==> src/rtl/async_fifo_pkg.sv <==
// Shared helpers for both pointer stages of the asynchronous FIFO.
// Latency: none (types, constants and pure functions only).
// Backpressure: not applicable.
// Contents: DEF_ADDR_W default address width, ptr_t pointer type,
//           bin2gray / gray2bin conversions on a wide container type.
package async_fifo_pkg;

   localparam int DEF_ADDR_W = 3;

   // Conversions work on a wide container so any pointer width up to
   // MAX_PTR_W can use them: zero-extend in, truncate the result out.
   // Leading zeros map to leading zeros in both directions.
   localparam int MAX_PTR_W = 32;

   typedef logic [DEF_ADDR_W:0]    ptr_t;
   typedef logic [MAX_PTR_W-1:0]   wptr_t;

   function automatic wptr_t bin2gray(input wptr_t b);
      return b ^ (b >> 1);
   endfunction

   function automatic wptr_t gray2bin(input wptr_t g);
      wptr_t b;
      b[MAX_PTR_W-1] = g[MAX_PTR_W-1];
      for (int i = MAX_PTR_W - 2; i >= 0; i--) begin
         b[i] = b[i+1] ^ g[i];
      end
      return b;
   endfunction

endpackage

==> src/rtl/rd_ptr_empty_if.sv <==
// Read-side bundle between the FIFO consumer and the read pointer stage.
// Latency: wiring only.
// Backpressure: consumer gates rd_en on empty; reads while empty are flagged.
// slave  = read pointer stage (takes rd_en, wr_ptr_gray; drives status).
// master = consumer / write-domain glue (drives rd_en, wr_ptr_gray).
interface rd_ptr_empty_if #(
   parameter int ADDR_W = async_fifo_pkg::DEF_ADDR_W
);
   logic              rd_en;
   logic [ADDR_W:0]   wr_ptr_gray;
   logic [ADDR_W-1:0] rd_addr;
   logic [ADDR_W:0]   rd_ptr_gray;
   logic              rd_valid;
   logic              empty;
   logic              almost_empty;
   logic [ADDR_W:0]   rd_count;
   logic              underflow;

   modport slave (
      input  rd_en, wr_ptr_gray,
      output rd_addr, rd_ptr_gray, rd_valid, empty, almost_empty, rd_count, underflow
   );

   modport master (
      output rd_en, wr_ptr_gray,
      input  rd_addr, rd_ptr_gray, rd_valid, empty, almost_empty, rd_count, underflow
   );
endinterface

==> src/rtl/sync_ff.sv <==
// Multi-flop clock-domain-crossing synchronizer for Gray-coded buses.
// Latency: STAGES destination clock edges.
// Backpressure: none; samples every edge.
// Ports: i_clk destination clock, i_rst async active-high clear to 0,
//        i_d foreign-domain bus, o_q synchronized bus. STAGES must be >= 2.
module sync_ff #(
   parameter int WIDTH  = 4,
   parameter int STAGES = 2
) (
   input  logic             i_clk,
   input  logic             i_rst,
   input  logic [WIDTH-1:0] i_d,
   output logic [WIDTH-1:0] o_q
);

   logic [WIDTH-1:0] r_q [STAGES];

   always_ff @(posedge i_clk or posedge i_rst) begin
      if (i_rst) begin
         for (int i = 0; i < STAGES; i++) begin
            r_q[i] <= '0;
         end
      end else begin
         r_q[0] <= i_d;
         for (int i = 1; i < STAGES; i++) begin
            r_q[i] <= r_q[i-1];
         end
      end
   end

   assign o_q = r_q[STAGES-1];

endmodule

==> src/rtl/rd_ptr_empty.sv <==
// Read pointer, empty / almost-empty flags and fill count for the async FIFO.
// Latency: rd_valid 1 edge after an accepted read; write visible after SYNC_STAGES+1 edges.
// Backpressure: reads are accepted only while not empty; a read while empty pulses underflow.
// Ports: rclk read clock, rd_rst async active-high reset, bus (slave modport):
//        rd_en/wr_ptr_gray in; rd_addr, rd_ptr_gray, rd_valid, empty,
//        almost_empty, rd_count, underflow out (all registered).
module rd_ptr_empty #(
   parameter int ADDR_W      = async_fifo_pkg::DEF_ADDR_W,
   parameter int SYNC_STAGES = 2,
   parameter int AE_THRESH   = 1
) (
   input  logic           rclk,
   input  logic           rd_rst,
   rd_ptr_empty_if.slave  bus
);

   import async_fifo_pkg::*;

   localparam int PW = ADDR_W + 1;

   logic [PW-1:0] r_rd_bin;
   logic [PW-1:0] r_rd_gray;
   logic [PW-1:0] r_rd_count;
   logic          r_empty;
   logic          r_almost_empty;
   logic          r_rd_valid;
   logic          r_underflow;

   logic          w_rd_fire;
   logic [PW-1:0] w_rd_bin_next;
   logic [PW-1:0] w_rd_gray_next;
   logic [PW-1:0] w_wq;
   logic [PW-1:0] w_wbin;
   logic [PW-1:0] w_fill_next;

   assign w_rd_fire      = bus.rd_en & ~r_empty;
   assign w_rd_bin_next  = r_rd_bin + {{(PW-1){1'b0}}, w_rd_fire};
   assign w_rd_gray_next = PW'(bin2gray(wptr_t'(w_rd_bin_next)));

   sync_ff #(
      .WIDTH  (PW),
      .STAGES (SYNC_STAGES)
   ) u_wptr_sync (
      .i_clk (rclk),
      .i_rst (rd_rst),
      .i_d   (bus.wr_ptr_gray),
      .o_q   (w_wq)
   );

   assign w_wbin = PW'(gray2bin(wptr_t'(w_wq)));

   // Flags are computed from the post-read pointer so the edge that consumes
   // the last entry also raises empty: no over-read and no idle bubble.
   // Modulo subtraction handles pointer wrap; the extra MSB keeps a full lap
   // (difference 2^ADDR_W) distinct from empty (difference 0).
   assign w_fill_next = w_wbin - w_rd_bin_next;

   always_ff @(posedge rclk or posedge rd_rst) begin
      if (rd_rst) begin
         r_rd_bin       <= '0;
         r_rd_gray      <= '0;
         r_rd_count     <= '0;
         r_empty        <= 1'b1;
         r_almost_empty <= 1'b1;
         r_rd_valid     <= 1'b0;
         r_underflow    <= 1'b0;
      end else begin
         r_rd_bin       <= w_rd_bin_next;
         r_rd_gray      <= w_rd_gray_next;
         r_rd_count     <= w_fill_next;
         r_empty        <= (w_rd_gray_next == w_wq);
         r_almost_empty <= (w_fill_next <= PW'(AE_THRESH));
         r_rd_valid     <= w_rd_fire;
         r_underflow    <= bus.rd_en & r_empty;
      end
   end

   assign bus.rd_addr      = r_rd_bin[ADDR_W-1:0];
   assign bus.rd_ptr_gray  = r_rd_gray;
   assign bus.rd_count     = r_rd_count;
   assign bus.empty        = r_empty;
   assign bus.almost_empty = r_almost_empty;
   assign bus.rd_valid     = r_rd_valid;
   assign bus.underflow    = r_underflow;

endmodule

==> src/flat_wrapper.sv <==
// flat-port wrapper written by rule: the top's interface ports become plain ports
module rd_ptr_empty_flat import async_fifo_pkg::*;
#(
   parameter int ADDR_W      = async_fifo_pkg::DEF_ADDR_W,
   parameter int SYNC_STAGES = 2,
   parameter int AE_THRESH   = 1
)
  (rclk, rd_rst, bus_rd_en, bus_wr_ptr_gray, bus_rd_addr, bus_rd_ptr_gray, bus_rd_valid, bus_empty, bus_almost_empty, bus_rd_count, bus_underflow);
  rd_ptr_empty_if #(.ADDR_W(ADDR_W)) bus_i ();
  input  logic rclk;
  input  logic rd_rst;
  input wire logic [$bits(bus_i.rd_en)-1:0] bus_rd_en;
  input wire logic [$bits(bus_i.wr_ptr_gray)-1:0] bus_wr_ptr_gray;
  output wire logic [$bits(bus_i.rd_addr)-1:0] bus_rd_addr;
  output wire logic [$bits(bus_i.rd_ptr_gray)-1:0] bus_rd_ptr_gray;
  output wire logic [$bits(bus_i.rd_valid)-1:0] bus_rd_valid;
  output wire logic [$bits(bus_i.empty)-1:0] bus_empty;
  output wire logic [$bits(bus_i.almost_empty)-1:0] bus_almost_empty;
  output wire logic [$bits(bus_i.rd_count)-1:0] bus_rd_count;
  output wire logic [$bits(bus_i.underflow)-1:0] bus_underflow;
  assign bus_i.rd_en = bus_rd_en;
  assign bus_i.wr_ptr_gray = bus_wr_ptr_gray;
  assign bus_rd_addr = bus_i.rd_addr;
  assign bus_rd_ptr_gray = bus_i.rd_ptr_gray;
  assign bus_rd_valid = bus_i.rd_valid;
  assign bus_empty = bus_i.empty;
  assign bus_almost_empty = bus_i.almost_empty;
  assign bus_rd_count = bus_i.rd_count;
  assign bus_underflow = bus_i.underflow;
  rd_ptr_empty #(.ADDR_W(ADDR_W), .SYNC_STAGES(SYNC_STAGES), .AE_THRESH(AE_THRESH)) u_core (.rclk(rclk), .rd_rst(rd_rst), .bus(bus_i));
endmodule
==> config.mk <==
export PLATFORM = sky130hd
export DESIGN_NAME = rd_ptr_empty_flat
export DESIGN_NICKNAME = d
export VERILOG_FILES = /design/src/rtl/async_fifo_pkg.sv /design/src/rtl/rd_ptr_empty_if.sv /design/src/rtl/sync_ff.sv /design/src/rtl/rd_ptr_empty.sv /design/src/flat_wrapper.sv
export SDC_FILE = /design/constraint.sdc
export NUM_CORES = 1
export LEC_CHECK = 0
export CORE_MARGIN = 2
export CORE_UTILIZATION = 43
export CTS_CLUSTER_SIZE = 30
export DETAILED_ROUTE_END_ITERATION = 10
export PLACE_DENSITY = 0.73
export SKIP_LAST_GASP = 1
export SLEW_MARGIN = 20
export SYNTH_ARGS = -nofsm -noshare
export SYNTH_HDL_FRONTEND = slang
export SYNTH_SLANG_ARGS = --single-unit
export TNS_END_PERCENT = 1
==> constraint.sdc <==
create_clock -name rclk -period 2.4 [get_ports rclk]
set_clock_uncertainty 0.15 [all_clocks]
set_input_delay 0.48 -clock rclk [delete_from_list [all_inputs] [get_ports rclk]]
set_output_delay 0.48 -clock rclk [all_outputs]
set_load 0.1 [all_outputs]
==> flow_summary.yaml, run 1 <==
run_status:
  status: "finished clean"
yosys:
  netlist_area_um2: 938
  yosysTopAreaCellShare_pct: 56.0
  synth_fp_nets: 75
  synth.distinct_cells: 19
  ys_seq_area_share_pct: 61.6
  synth.avg_cell_area_um2: 14.9
  yosysWarnings: 0
  ys_top_cells_by_area: "dfrtp_1 (56%), xor2_1 (8.4%), ha_1 (6.7%)"
  synth_cells: 63
  synth_largest_area_cell: "dfrtp_1"
  synth-seq-cells: 23
final_layout:
  syn2layout_area_growth_pct: 40.5
  diodes: 0
  finalNonFillerCells: 122
  final_common_cell: "buf_4"
  drive_gt1_share_pct: 43.2
  fin_area_um2: 1320
  fin_nets: 108
  most-common-layout-cells: "buf_4 (22), dfrtp_1 (19), xor2_1 (8), inv_1 (5), clkdlybuf4s50_1 (5)"
  post-route-util_pct: 65.9
clock_network:
  cts_root_buf: "clkbuf_4"
  clk_latency_ns: 0.30
  cts_hold_buf: 0
  clkSlewWorstSetupHoldPaths_ns: 0.12
  cts_buffer_depth: 2
  cts_inserted_buffers: 3
  cts_tree: "yes"
  cts-htree-levels: 1
  cts.sinks: 23
floorplanning:
  rows: 16
  start_util_pct: 46.9
  fp.dieW_um: 50.7
  dieArea_um2: 2570
  io-pin-count: 22
  die_h_um: 50.7
  core_um2: 2000
critical_path:
  end_kind: "register"
  critPathArrivalTime_ns: 2.47
  crit_type: "reg2reg"
  required_ns: 2.49
  cp-start-kind: "register"
  crit_fanout: 2
drt:
  drc_errors: 0
  viasPerCell: 4.35
  dr.pass1.iters: 4
  wl_um: 1430
  wl_per_cell_um: 11.7
  drt-initial-drc-count: 4
  vias: 531
  ant_nets: 0
global_route:
  antenna_found_initial: 0
  grt_pass1_vias: 564
  grt_pass1_wl_um: 2560
  grt_max_degree: 24
  grt.total_usage_pct: 13.2
  grt-ovfl-total: 0
job:
  maxCapViolations: 0
placed_design:
  place_inst: 117
  placed_area_um2: 1250
  dp_hpwl_um: 1040
  routabilityCongestion: 0.749
  numPortBuffers: 21
sta:
  setup_viol: 0
  rsz0062_at_grt: "yes"
  hold_violations: 0
  finalMaxSlewViolations: 0
  period_minus_slack_ns: 2.38
  whs_ns: 0.210
  finalCritPeriodShare_pct: 99.2
  slew_headroom_pct: 80.9
  fmax_mhz: 420
  worst_slew_pin_slew_ns: 0.286
hold_path:
  hold_class: "reg2reg"
-- worst paths after layout --
check | from | endpoint | slack (ns) | cells past startpoint
setup / recovery | u_core.bus.empty | u_core.bus.almost_empty | 0.02 | 10
hold / removal | u_core.u_wptr_sync.r_q[6] | u_core.u_wptr_sync.o_q[2] | 0.21 | 0
setup reg to reg | u_core.bus.empty | u_core.bus.almost_empty | 0.02 | 10
hold reg to reg | u_core.u_wptr_sync.r_q[6] | u_core.u_wptr_sync.o_q[2] | 0.21 | 0
max in group asynchronous | rd_rst | u_core.bus.empty | 1.47 | 3
min in group asynchronous | rd_rst | u_core.bus.rd_count[1] | 0.35 | 3
-- logic make-up (layout without fill, tap and decap cells) --
logic type	count (synthesis)	in the layout	share of synthesized area [%]
buf+inv	7	39	2.80
fa+ha+maj	5	5	6.67
simple gates	8	8	5.73
compound gates	4	4	5.20
xor+xnor	16	16	18.0
flops	23	23	61.6
-- Yosys cell counts (all sizes together) --
cell type and count:
a211oi 1, a21boi 1, and2 2, clkbuf 1
dfrtp 21, dfstp 2, ha 5, inv 6
nand3 2, nor2b 1, nor3 1, o21bai 1
o311ai 1, or3 1, or3b 1, xnor2 5
xnor3 2, xor2 9
-- per-stage QoR --
stage | setup WS, ns | TNS (ns)
6_report | 0.0192 | 0
5_1_grt | -0.0503 | -0.0503
4_1_cts | -0.0484 | -0.0484
3_3_place_gp | -0.480 | -1.46
3_5_place_dp | -0.519 | -1.63
2_1_floorplan | -0.256 | -0.541
-- registers in the layout, indices dropped and copies added (netlist names) --
| name | flops |
|---|---|
| u_core.bus.empty | 1 |
| u_core.bus.underflow | 1 |
| u_core.r_rd_bin | 4 |
| u_core.bus.rd_ptr_gray | 3 |
| u_core.u_wptr_sync.r_q | 4 |
| u_core.bus.rd_count | 4 |
| u_core.u_wptr_sync.o_q | 4 |
| u_core.bus.rd_valid | 1 |
| u_core.bus.almost_empty | 1 |
-- worst max-delay path, stage by stage (launching register included) --
cell and delay, ns:
dfstp_4 0.65, nor2b_4 0.05, ha_4 0.16, ha_4 0.17
xor2_4 0.14, inv_2 0.07, ha_4 0.26, or3b_4 0.38
o311ai_4 0.08, xnor2_2 0.12, nor3_2 0.10
-- timing repair --
item / 4_1_cts / 5_1_grt
endpoints found under the setup margin: 3 / 1
gates resized for setup: 6 / 0
setup buffers: 0 / 1
pin swaps: 6 / 3
-- final cells by class --
class                      instances  area [um2]
sequential                        23         584
tap                               27        33.8
fill                             158         683
clock buffer                       4        26.3
multi-input combinational         33         408
timing repair buffer              29         244
inverter                           6        22.5
-- per-layer routing --
layer	GRT usage [%]	up-vias	share of wire [%]	wire [um]
met2	24.8	13	53	753
met3	1.79	2	4.4	62
met1	15.5	250	42	594
met4	4.05	0	0.98	14
li1	-	266	-	-
met5	0	-	0	0
Power of run 1 is not shown: default switching activity piles up to over one toggle a cycle in this logic, so the estimate is an artifact.
==> run 2, diff against run 1 <==
- MAX_ROUTING_LAYER: not set -> met4
==> flow_summary.yaml, run 2 (synthesis gave the netlist of run 1 again) <==
clock_network:
  cts_buffer_depth: 2
  cts-htree-levels: 1
  clk_latency_ns: 0.30
  cts.sinks: 23
  cts_root_buf: "clkbuf_4"
  cts_tree: "yes"
  cts_inserted_buffers: 3
  clkSlewWorstSetupHoldPaths_ns: 0.12
sta:
  finalCritPeriodShare_pct: 99.2
  setup_viol: 0
  period_minus_slack_ns: 2.38
  slew_headroom_pct: 80.9
  rsz0062_at_grt: "yes"
  hold_violations: 0
  fin_ws_ns: 0.0192
  fmax_mhz: 420
  worst_slew_pin_slew_ns: 0.286
  finalMaxSlewViolations: 0
global_route:
  grt-ovfl-total: 0
  antenna_found_initial: 0
  grt.total_usage_pct: 13.6
  grt_pass1_vias: 564
  grt_max_degree: 24
  grt_pass1_wl_um: 2570
floorplanning:
  start_util_pct: 46.9
  dieArea_um2: 2570
  fp.dieW_um: 50.7
  io-pin-count: 22
  core_um2: 2000
  rows: 16
  die_h_um: 50.7
critical_path:
  end_kind: "register"
  critical_path_buf_inv_count: 1
  crit_slowest_cell: "dfstp_4"
  critPathArrivalTime_ns: 2.47
  required_ns: 2.49
  cp-start-kind: "register"
  crit_type: "reg2reg"
  crit_family: "flip-flops"
  crit_path_frequent_cell: "ha_4"
  crit_chain: "nor2b_4 > ha_4 > ha_4 > xor2_4 > inv_2 > ha_4 > or3b_4 > o311ai_4 > xnor2_2 > nor3_2"
  crit_fanout: 2
  cpPeakStageDelay_ns: 0.65
drt:
  wl_per_cell_um: 11.7
  viasPerCell: 4.35
  vias: 531
  dr.pass1.iters: 4
  drc_errors: 0
  drt-initial-drc-count: 4
  wl_um: 1430
  ant_nets: 0
final_layout:
  diodes: 0
  nFillCells: 158
  multi_input_area_um2: 408
  drive_gt1_share_pct: 43.2
  final_common_cell: "buf_4"
  regArea_um2: 584
  fin_nets: 108
  post-route-util_pct: 65.9
  most-common-layout-cells: "buf_4 (22), dfrtp_1 (19), xor2_1 (8), inv_1 (5), clkdlybuf4s50_1 (5)"
  syn2layout_area_growth_pct: 40.5
placed_design:
  dp_slack_ns: -0.519
  routabilityCongestion: 0.759
  dp_hpwl_um: 1040
  numPortBuffers: 21
hold_path:
  hold_class: "reg2reg"
run_status:
  status: "finished clean"
job:
  maxCapViolations: 0
==> run 2: cell counts in the layout (fill, tap and decap cells not counted) <==
Identical to the previous run, type by type.
==> run 2: cell type report <==
type | instances | share of cell area (%)
Timing Repair Buffer | 29 | 18.5
Multi-Input combinational cell | 33 | 30.9
Inverter | 6 | 1.71
Sequential cell | 23 | 44.3
Tap cell | 27 | 2.56
Clock buffer | 4 | 1.99
==> run 2: what timing repair did <==
item / in CTS / in global routing
pin swaps: 6 / 3
endpoints found under the setup margin: 3 / 1
setup buffers: 0 / 1
hold buffers: 0 / 0
gates resized for setup: 6 / 0
==> run 2: routing by layer <==
layer	global-route usage (%)	routed length [um]	up-vias
met3	1.79	62	2
met5	-	0	-
met1	15.5	594	250
li1	-	-	266
met2	24.8	753	13
met4	4.05	14	0
==> run 2: stage by stage <==
step                      setup TNS (ns)  cells  instance area (um2)  hold slack [ns]
after global routing             -0.0503    122                 1320            0.221
after floorplan                   -0.541     63                  983            0.181
final                                  0    122                 1320            0.210
after detailed placement           -1.63    117                 1250            0.186
after global placement             -1.46    117                 1250            0.182
after CTS                        -0.0484    121                 1310            0.214
==> run 2: worst reg2reg max path: cells and delay by family (launching register included) <==
kind	cells	cell delay [ns]
buf+inv	1	0.07
simple gates	3	0.53
xor+xnor	2	0.26
flops	1	0.65
compound gates	1	0.08
fa+ha+maj	3	0.59
==> run 2: path summary, 6_finish.rpt <==
path	startpoint	end	slack, ns	cells past startpoint
hold reg to reg	u_core.u_wptr_sync.r_q[6]	u_core.u_wptr_sync.o_q[2]	0.21	0
setup / recovery	u_core.bus.empty	u_core.bus.almost_empty	0.02	10
hold / removal	u_core.u_wptr_sync.r_q[6]	u_core.u_wptr_sync.o_q[2]	0.21	0
min in group asynchronous	rd_rst	u_core.bus.rd_count[1]	0.35	3
setup reg to reg	u_core.bus.empty	u_core.bus.almost_empty	0.02	10
max in group asynchronous	rd_rst	u_core.bus.empty	1.47	3
Power of run 2 is left out for the same reason.
==> run 3, diff against run 2 <==
- HOLD_SLACK_MARGIN: not set -> 0.08
==> results of run 3 <==
The final DEF is identical to that of run 2; final timing and power are the same.
Power of run 3 is left out for the same reason.
